$ cat src/rtl/ct_pkg.sv
// Shared definitions for the ct_mac_array block: FSM state encoding and
// the default datapath widths used as parameter defaults.
package ct_pkg;

    localparam int DATA_W = 8;
    localparam int ACC_W  = 16;
    localparam int LEN_W  = 8;

    typedef enum logic [1:0] {
        IDLE  = 2'd0,
        ACCUM = 2'd1,
        DONE  = 2'd2
    } state_t;

endpackage

$ cat src/rtl/ct_mac_lane.sv
// One channel of the MAC array: unsigned multiply, saturating or wrapping
// accumulate, accumulator register and a sticky saturation bit.
module ct_mac_lane
    import ct_pkg::*;
#(
    parameter int DATA_W = ct_pkg::DATA_W,
    parameter int ACC_W  = ct_pkg::ACC_W,
    parameter int SAT_EN = 1
) (
    input  logic              clk,
    input  logic              clear,
    input  logic              load,
    input  logic              beat,
    input  logic [DATA_W-1:0] weight,
    input  logic [DATA_W-1:0] subject,
    output logic [ACC_W-1:0]  acc,
    output logic              sat
);

    // Zero padding that lifts the product to ACC_W+1 bits.
    localparam int PAD_W = ACC_W + 1 - 2 * DATA_W;

    logic [2*DATA_W-1:0] product;
    logic [ACC_W:0]      sum;

    // Full-width product and a sum one bit wider than the accumulator,
    // so the top bit is the overflow indication.
    always_comb begin
        // NOTE: every combinational output gets a value on every path, so no latch is inferred.
        product = {{DATA_W{1'b0}}, subject} * {{DATA_W{1'b0}}, weight};
        sum     = {1'b0, acc} + {{PAD_W{1'b0}}, product};
    end

    // Accumulator and sticky saturation bit; clear and run start both zero them.
    always_ff @(posedge clk) begin
        // NOTE: sequential state uses non-blocking assignments only, so all flops update together.
        if (clear || load) begin
            acc <= '0;
            sat <= 1'b0;
        end else if (beat) begin
            if ((SAT_EN != 0) && sum[ACC_W]) begin
                acc <= '1;
                sat <= 1'b1;
            end else begin
                acc <= sum[ACC_W-1:0];
            end
        end
    end

endmodule

$ cat src/rtl/ct_mac_array.sv
// N_CH-channel multiply-accumulate array sharing one weight per beat.
// A run of len_in beats is accumulated, then the result is held until taken.
module ct_mac_array
    import ct_pkg::*;
#(
    parameter int N_CH   = 4,
    parameter int DATA_W = ct_pkg::DATA_W,
    parameter int ACC_W  = ct_pkg::ACC_W,
    parameter int LEN_W  = ct_pkg::LEN_W,
    parameter int SAT_EN = 1
) (
    input  logic                   clk,
    input  logic                   clear,
    input  logic                   start,
    input  logic [LEN_W-1:0]       len_in,
    input  logic [DATA_W-1:0]      weight_in,
    input  logic [N_CH*DATA_W-1:0] subject_in,
    input  logic                   in_valid,
    output logic                   in_ready,
    output logic [N_CH*ACC_W-1:0]  calc_out,
    output logic                   out_valid,
    input  logic                   out_ready,
    output logic [N_CH-1:0]        sat_flag,
    output logic                   busy
);

    state_t           state;
    logic [LEN_W-1:0] len_q;
    logic [LEN_W-1:0] count;
    logic [LEN_W-1:0] count_next;
    logic             load;
    logic             beat;

    // count never exceeds len_q, so LEN_W bits cover the longest run.
    assign count_next = count + 1'b1;
    assign load       = (state == IDLE) && start;
    assign beat       = in_valid && in_ready;

    // Run control FSM with registered handshake and status outputs.
    always_ff @(posedge clk) begin
        if (clear) begin
            state     <= IDLE;
            len_q     <= '0;
            count     <= '0;
            in_ready  <= 1'b0;
            out_valid <= 1'b0;
            busy      <= 1'b0;
        end else begin
            case (state)
                IDLE: begin
                    if (start) begin
                        len_q <= len_in;
                        count <= '0;
                        busy  <= 1'b1;
                        if (len_in != '0) begin
                            state    <= ACCUM;
                            in_ready <= 1'b1;
                        end else begin
                            state     <= DONE;
                            out_valid <= 1'b1;
                        end
                    end
                end
                ACCUM: begin
                    if (beat) begin
                        count <= count_next;
                        if (count_next == len_q) begin
                            state     <= DONE;
                            in_ready  <= 1'b0;
                            out_valid <= 1'b1;
                        end
                    end
                end
                DONE: begin
                    if (out_ready) begin
                        state     <= IDLE;
                        out_valid <= 1'b0;
                        busy      <= 1'b0;
                    end
                end
                default: begin
                    state     <= IDLE;
                    in_ready  <= 1'b0;
                    out_valid <= 1'b0;
                    busy      <= 1'b0;
                end
            endcase
        end
    end

    for (genvar i = 0; i < N_CH; i++) begin : g_lane
        ct_mac_lane #(
            .DATA_W (DATA_W),
            .ACC_W  (ACC_W),
            .SAT_EN (SAT_EN)
        ) u_lane (
            .clk     (clk),
            .clear   (clear),
            .load    (load),
            .beat    (beat),
            .weight  (weight_in),
            .subject (subject_in[i*DATA_W +: DATA_W]),
            .acc     (calc_out[i*ACC_W +: ACC_W]),
            .sat     (sat_flag[i])
        );
    end

endmodule

$ cat config.mk
export PLATFORM = sky130hd
export DESIGN_NAME = ct_mac_array
export DESIGN_NICKNAME = d
export VERILOG_FILES = /design/src/rtl/ct_pkg.sv /design/src/rtl/ct_mac_lane.sv /design/src/rtl/ct_mac_array.sv
export SDC_FILE = /design/constraint.sdc
export NUM_CORES = 1
export LEC_CHECK = 0
export CAP_MARGIN = 20
export CORE_ASPECT_RATIO = 0.7
export CORE_UTILIZATION = 61
export DETAILED_ROUTE_END_ITERATION = 16
export GPL_ROUTABILITY_DRIVEN = 0
export PLACE_DENSITY = 0.94
export SLEW_MARGIN = 40
export SYNTH_ARGS = -nofsm -noshare
export SYNTH_HDL_FRONTEND = slang
export SYNTH_SLANG_ARGS = --single-unit
$ cat constraint.sdc
create_clock -name clk -period 6.2 [get_ports clk]
set_clock_uncertainty 0.2 [all_clocks]
set_input_delay 1.24 -clock clk [delete_from_list [all_inputs] [get_ports clk]]
set_output_delay 1.24 -clock clk [all_outputs]
set_load 0.02 [all_outputs]
==> out/summary.json <==
{
  "run_status": {
    "run_status": "complete, no violations"
  },
  "clock_tree": {
    "tritoncts": "built",
    "clk_pin_slew_worst_paths_ns": 0.09,
    "clk_latency_ns": 0.38,
    "total_cts_buffers": 9,
    "post_cts_hold_buffer_count": 0,
    "cts.root.buffer_cell": "clkbuf_16",
    "clock_tree.buffer_depth": 2,
    "maximum_level_of_the_cts_h_tree": 3,
    "clkSinkCount": 89
  },
  "global_routing": {
    "first_global_vias": 13205,
    "antenna_found_initial": 0,
    "globalRoute.totalOverflow": 0,
    "largest_net_degree_at_the_start_of_global_routing": 46,
    "global_route_wire_length_before_repair_mm": 62.0,
    "global_route.usage.total_pct": 33.6
  },
  "place": {
    "post_dp_cell_area_mm2": 0.0159,
    "port_buffers": 123,
    "detailed_place_hpwl_mm": 28.7
  },
  "synthesis": {
    "asyncSetResetFlopFracSynth_pct": 0,
    "synth_edf_count": 0,
    "syn-num-nets": 2058,
    "post_synth_instance_area_mm2": 0.0138,
    "synth_top_area_share_pct": 29.6,
    "netlist_instances": 1656,
    "postSynthRegisterBits": 89,
    "ys_top_cells_by_area": "fa_1 (30%), ha_1 (13%), dfxtp_1 (13%)",
    "yosysWarningCount": 0,
    "synthTopCellsByCount": "inv_1 (403), fa_1 (204), nand2_1 (160), ha_1 (145), and2_1 (143)",
    "synth.yosys.seq_area_share_pct": 12.9,
    "post-synth-top-count-cell": "inv_1",
    "ys.flop_type": "dfxtp_1",
    "synth.lib_cells_used.distinct": 59,
    "syn-mean-instance-area_um2": 8.35,
    "synth_top_area_cell": "fa_1"
  },
  "setup_path": {
    "timing.critical_path.arrival_ns": 6.19,
    "worst_ep_required_time_ns": 6.28,
    "r2r-start": "g_lane[2].u_lane.acc[7]",
    "cp_max_fo": 4,
    "worst_r2r_path_depth": 17,
    "worst-r2r-setup-slack_ns": 1.35,
    "endpoint_kind": "flop",
    "crit_path_start_kind": "primary input",
    "crit_type": "in2reg",
    "regToRegEndpoint": "g_lane[2].u_lane.acc[13]"
  },
  "sta": {
    "slew_violations": 0,
    "final_hold_viol_count": 0,
    "hold_ws_ns": 0.243,
    "tightest_slew_ns": 0.729,
    "fmax_mhz": 164,
    "timing.slew.headroom_pct": 51.2,
    "finalCriticalPeriod_ns": 6.11,
    "period_share_pct": 98.6,
    "finalSetupViolations": 0,
    "setup_total_negative_slack_ns": 0
  },
  "final_layout": {
    "area.sequential_mm2": 0.00178,
    "insertedDiodeCount": 0,
    "finish.instance_area_mm2": 0.0164,
    "area_growth_syn_to_layout_pct": 18.4,
    "finish.net_count": 2236,
    "layout-drive-gt1-share_pct": 8.00,
    "nFillCells": 1344,
    "multi_input_comb_area_mm2": 0.0103
  },
  "detailed_routing": {
    "routed_wl_per_cell_um": 18.3,
    "drc_errors": 0,
    "drt-initial-drc-count": 1088,
    "routedLengthMet1_mm": 14.5,
    "drt.antenna.violating_nets": 0,
    "dr_wl_met2_mm": 18.6,
    "avgViaCountPerCell": 5.88,
    "first_pass_iters": 6,
    "route.vias.total": 12462,
    "wl_met3_mm": 3.61,
    "top_layer": "met4",
    "detailed_route_wire_length_mm": 38.7
  },
  "floorplan": {
    "floorplan.die_area_mm2": 0.0233,
    "design.portCount": 124,
    "dieWidth_um": 182,
    "coreArea_mm2": 0.0220,
    "rows": 45,
    "initial_utilization_pct": 62.9,
    "die-height_um": 128
  },
  "worst_hold_path": {
    "hold_start": "out_valid",
    "holdPathEnd": "out_valid",
    "min_path_type": "reg2reg",
    "min_delay_path_depth": 2
  },
  "pwr": {
    "static-leakage-power_nw": 8.23,
    "ir_worst_vdd_uv": 229,
    "power_density_mw_per_mm2": 277
  },
  "run": {
    "drv_cap": 0
  }
}
[where the power goes]
| part | total [mW] | switching (mW) | internal (mW) | leakage (nW) |
|---|---|---|---|---|
| Sequential | 0.626 | 0.0254 | 0.600 | 0.723 |
| Clock | 0.549 | 0.277 | 0.272 | 0.132 |
| Combinational | 3.36 | 1.85 | 1.51 | 7.38 |
| Total | 4.54 | 2.15 | 2.38 | 8.23 |
[critical path: stages]
cell and delay [ns]:
clkdlybuf4s50_1 0.62, nand2_1 0.19, fa_1 0.59, inv_1 0.07
fa_1 0.49, fa_1 0.56, inv_1 0.05, fa_1 0.50
inv_1 0.06, ha_1 0.32, buf_4 0.16, o21a_1 0.09
o31ai_1 0.15, a21oi_1 0.23, a21oi_1 0.25, o21ai_0 0.16
xnor2_1 0.15, a221oi_1 0.29
[registers in the layout, summed over array words and instances, names as in the netlist]
register	count
g_lane.u_lane.sat	4
len_q	8
busy	1
count	8
in_ready	1
g_lane.u_lane.acc	64
out_valid	1
state	2
[per-layer routing]
metal | up-vias | global-route usage, %
met1 | 6002 | 40.7
met5 | - | 0
met4 | 0 | 17.2
met3 | 188 | 6.14
li1 | 5475 | -
met2 | 797 | 57.9
[kinds of logic (layout without fill, tap and decap cells)]
| kind of cell | Yosys count | after routing | share of synthesized area, % |
|---|---|---|---|
| xor gates and xnor gates | 54 | 54 | 3.42 |
| and+or+nand+nor | 465 | 465 | 16.6 |
| DFF | 89 | 89 | 12.9 |
| muxes | 6 | 6 | 0.462 |
| buffers and inverters | 463 | 645 | 12.9 |
| adders and majority gates | 349 | 349 | 42.7 |
| AOI/OAI and AO/OA | 230 | 230 | 11.1 |
[final cells by class]
| class | instances | area share (%) |
|---|---|---|
| well taps | 282 | 2.16 |
| multi-input cells | 1104 | 63.1 |
| flip-flops and latches | 89 | 10.9 |
| clock buffers | 9 | 1.38 |
| repair buffers | 227 | 13.0 |
| clock inverters | 6 | 0.268 |
| inverters | 403 | 9.25 |
[cells in the final DEF, fill, tap and decap left out, types with 6 or more instances in the layout]
master	n
fa_1	204
nand2_1	159
o21a_1	6
nor3_1	36
ha_1	145
inv_1	403
clkdlybuf4s50_1	112
xor2_1	25
dfxtp_1	89
o21ai_0	50
dlymetal6s2s_1	8
clkbuf_16	10
and2_1	144
nor2_1	65
a221oi_1	18
a211oi_1	17
a21o_1	17
nand3_1	11
buf_4	88
nor2b_1	11
a31oi_1	7
buf_6	8
xnor2_1	29
a21oi_1	71
nand2b_1	11
[what timing repair did]
action,4_1_cts,5_1_grt
setup endpoints to repair,13,57
setup buffers,0,3
hold endpoints to repair,0,0
pin swaps,1,8
gates cloned,0,3
resized for setup,4,34
[metrics by stage]
step                instances  power (mW)  setup WS (ns)  util, %
floorplan                1656        2.82          0.468        -
CTS                      2114        4.43         0.0264     73.8
global route             2120        4.92        -0.0838     74.5
global placement         2100        3.61         -0.307     72.5
finish                   2120        4.54         0.0860     74.5
detailed placement       2100        3.83         -0.459     72.5
[how the worst max path moves through the flow]
stage                     depth (start not counted)                       end      startpoint
after floorplan                                  18  g_lane[3].u_lane.acc[14]    weight_in[0]
after global placement                           18  g_lane[3].u_lane.acc[15]    weight_in[3]
after detailed placement                         18  g_lane[3].u_lane.acc[15]    weight_in[3]
after CTS                                        19  g_lane[3].u_lane.acc[15]    weight_in[2]
after global routing                             17   g_lane[2].u_lane.acc[5]  subject_in[23]
final                                            18  g_lane[2].u_lane.acc[13]  subject_in[23]
Note: power is estimated with default switching activity, not from simulation.
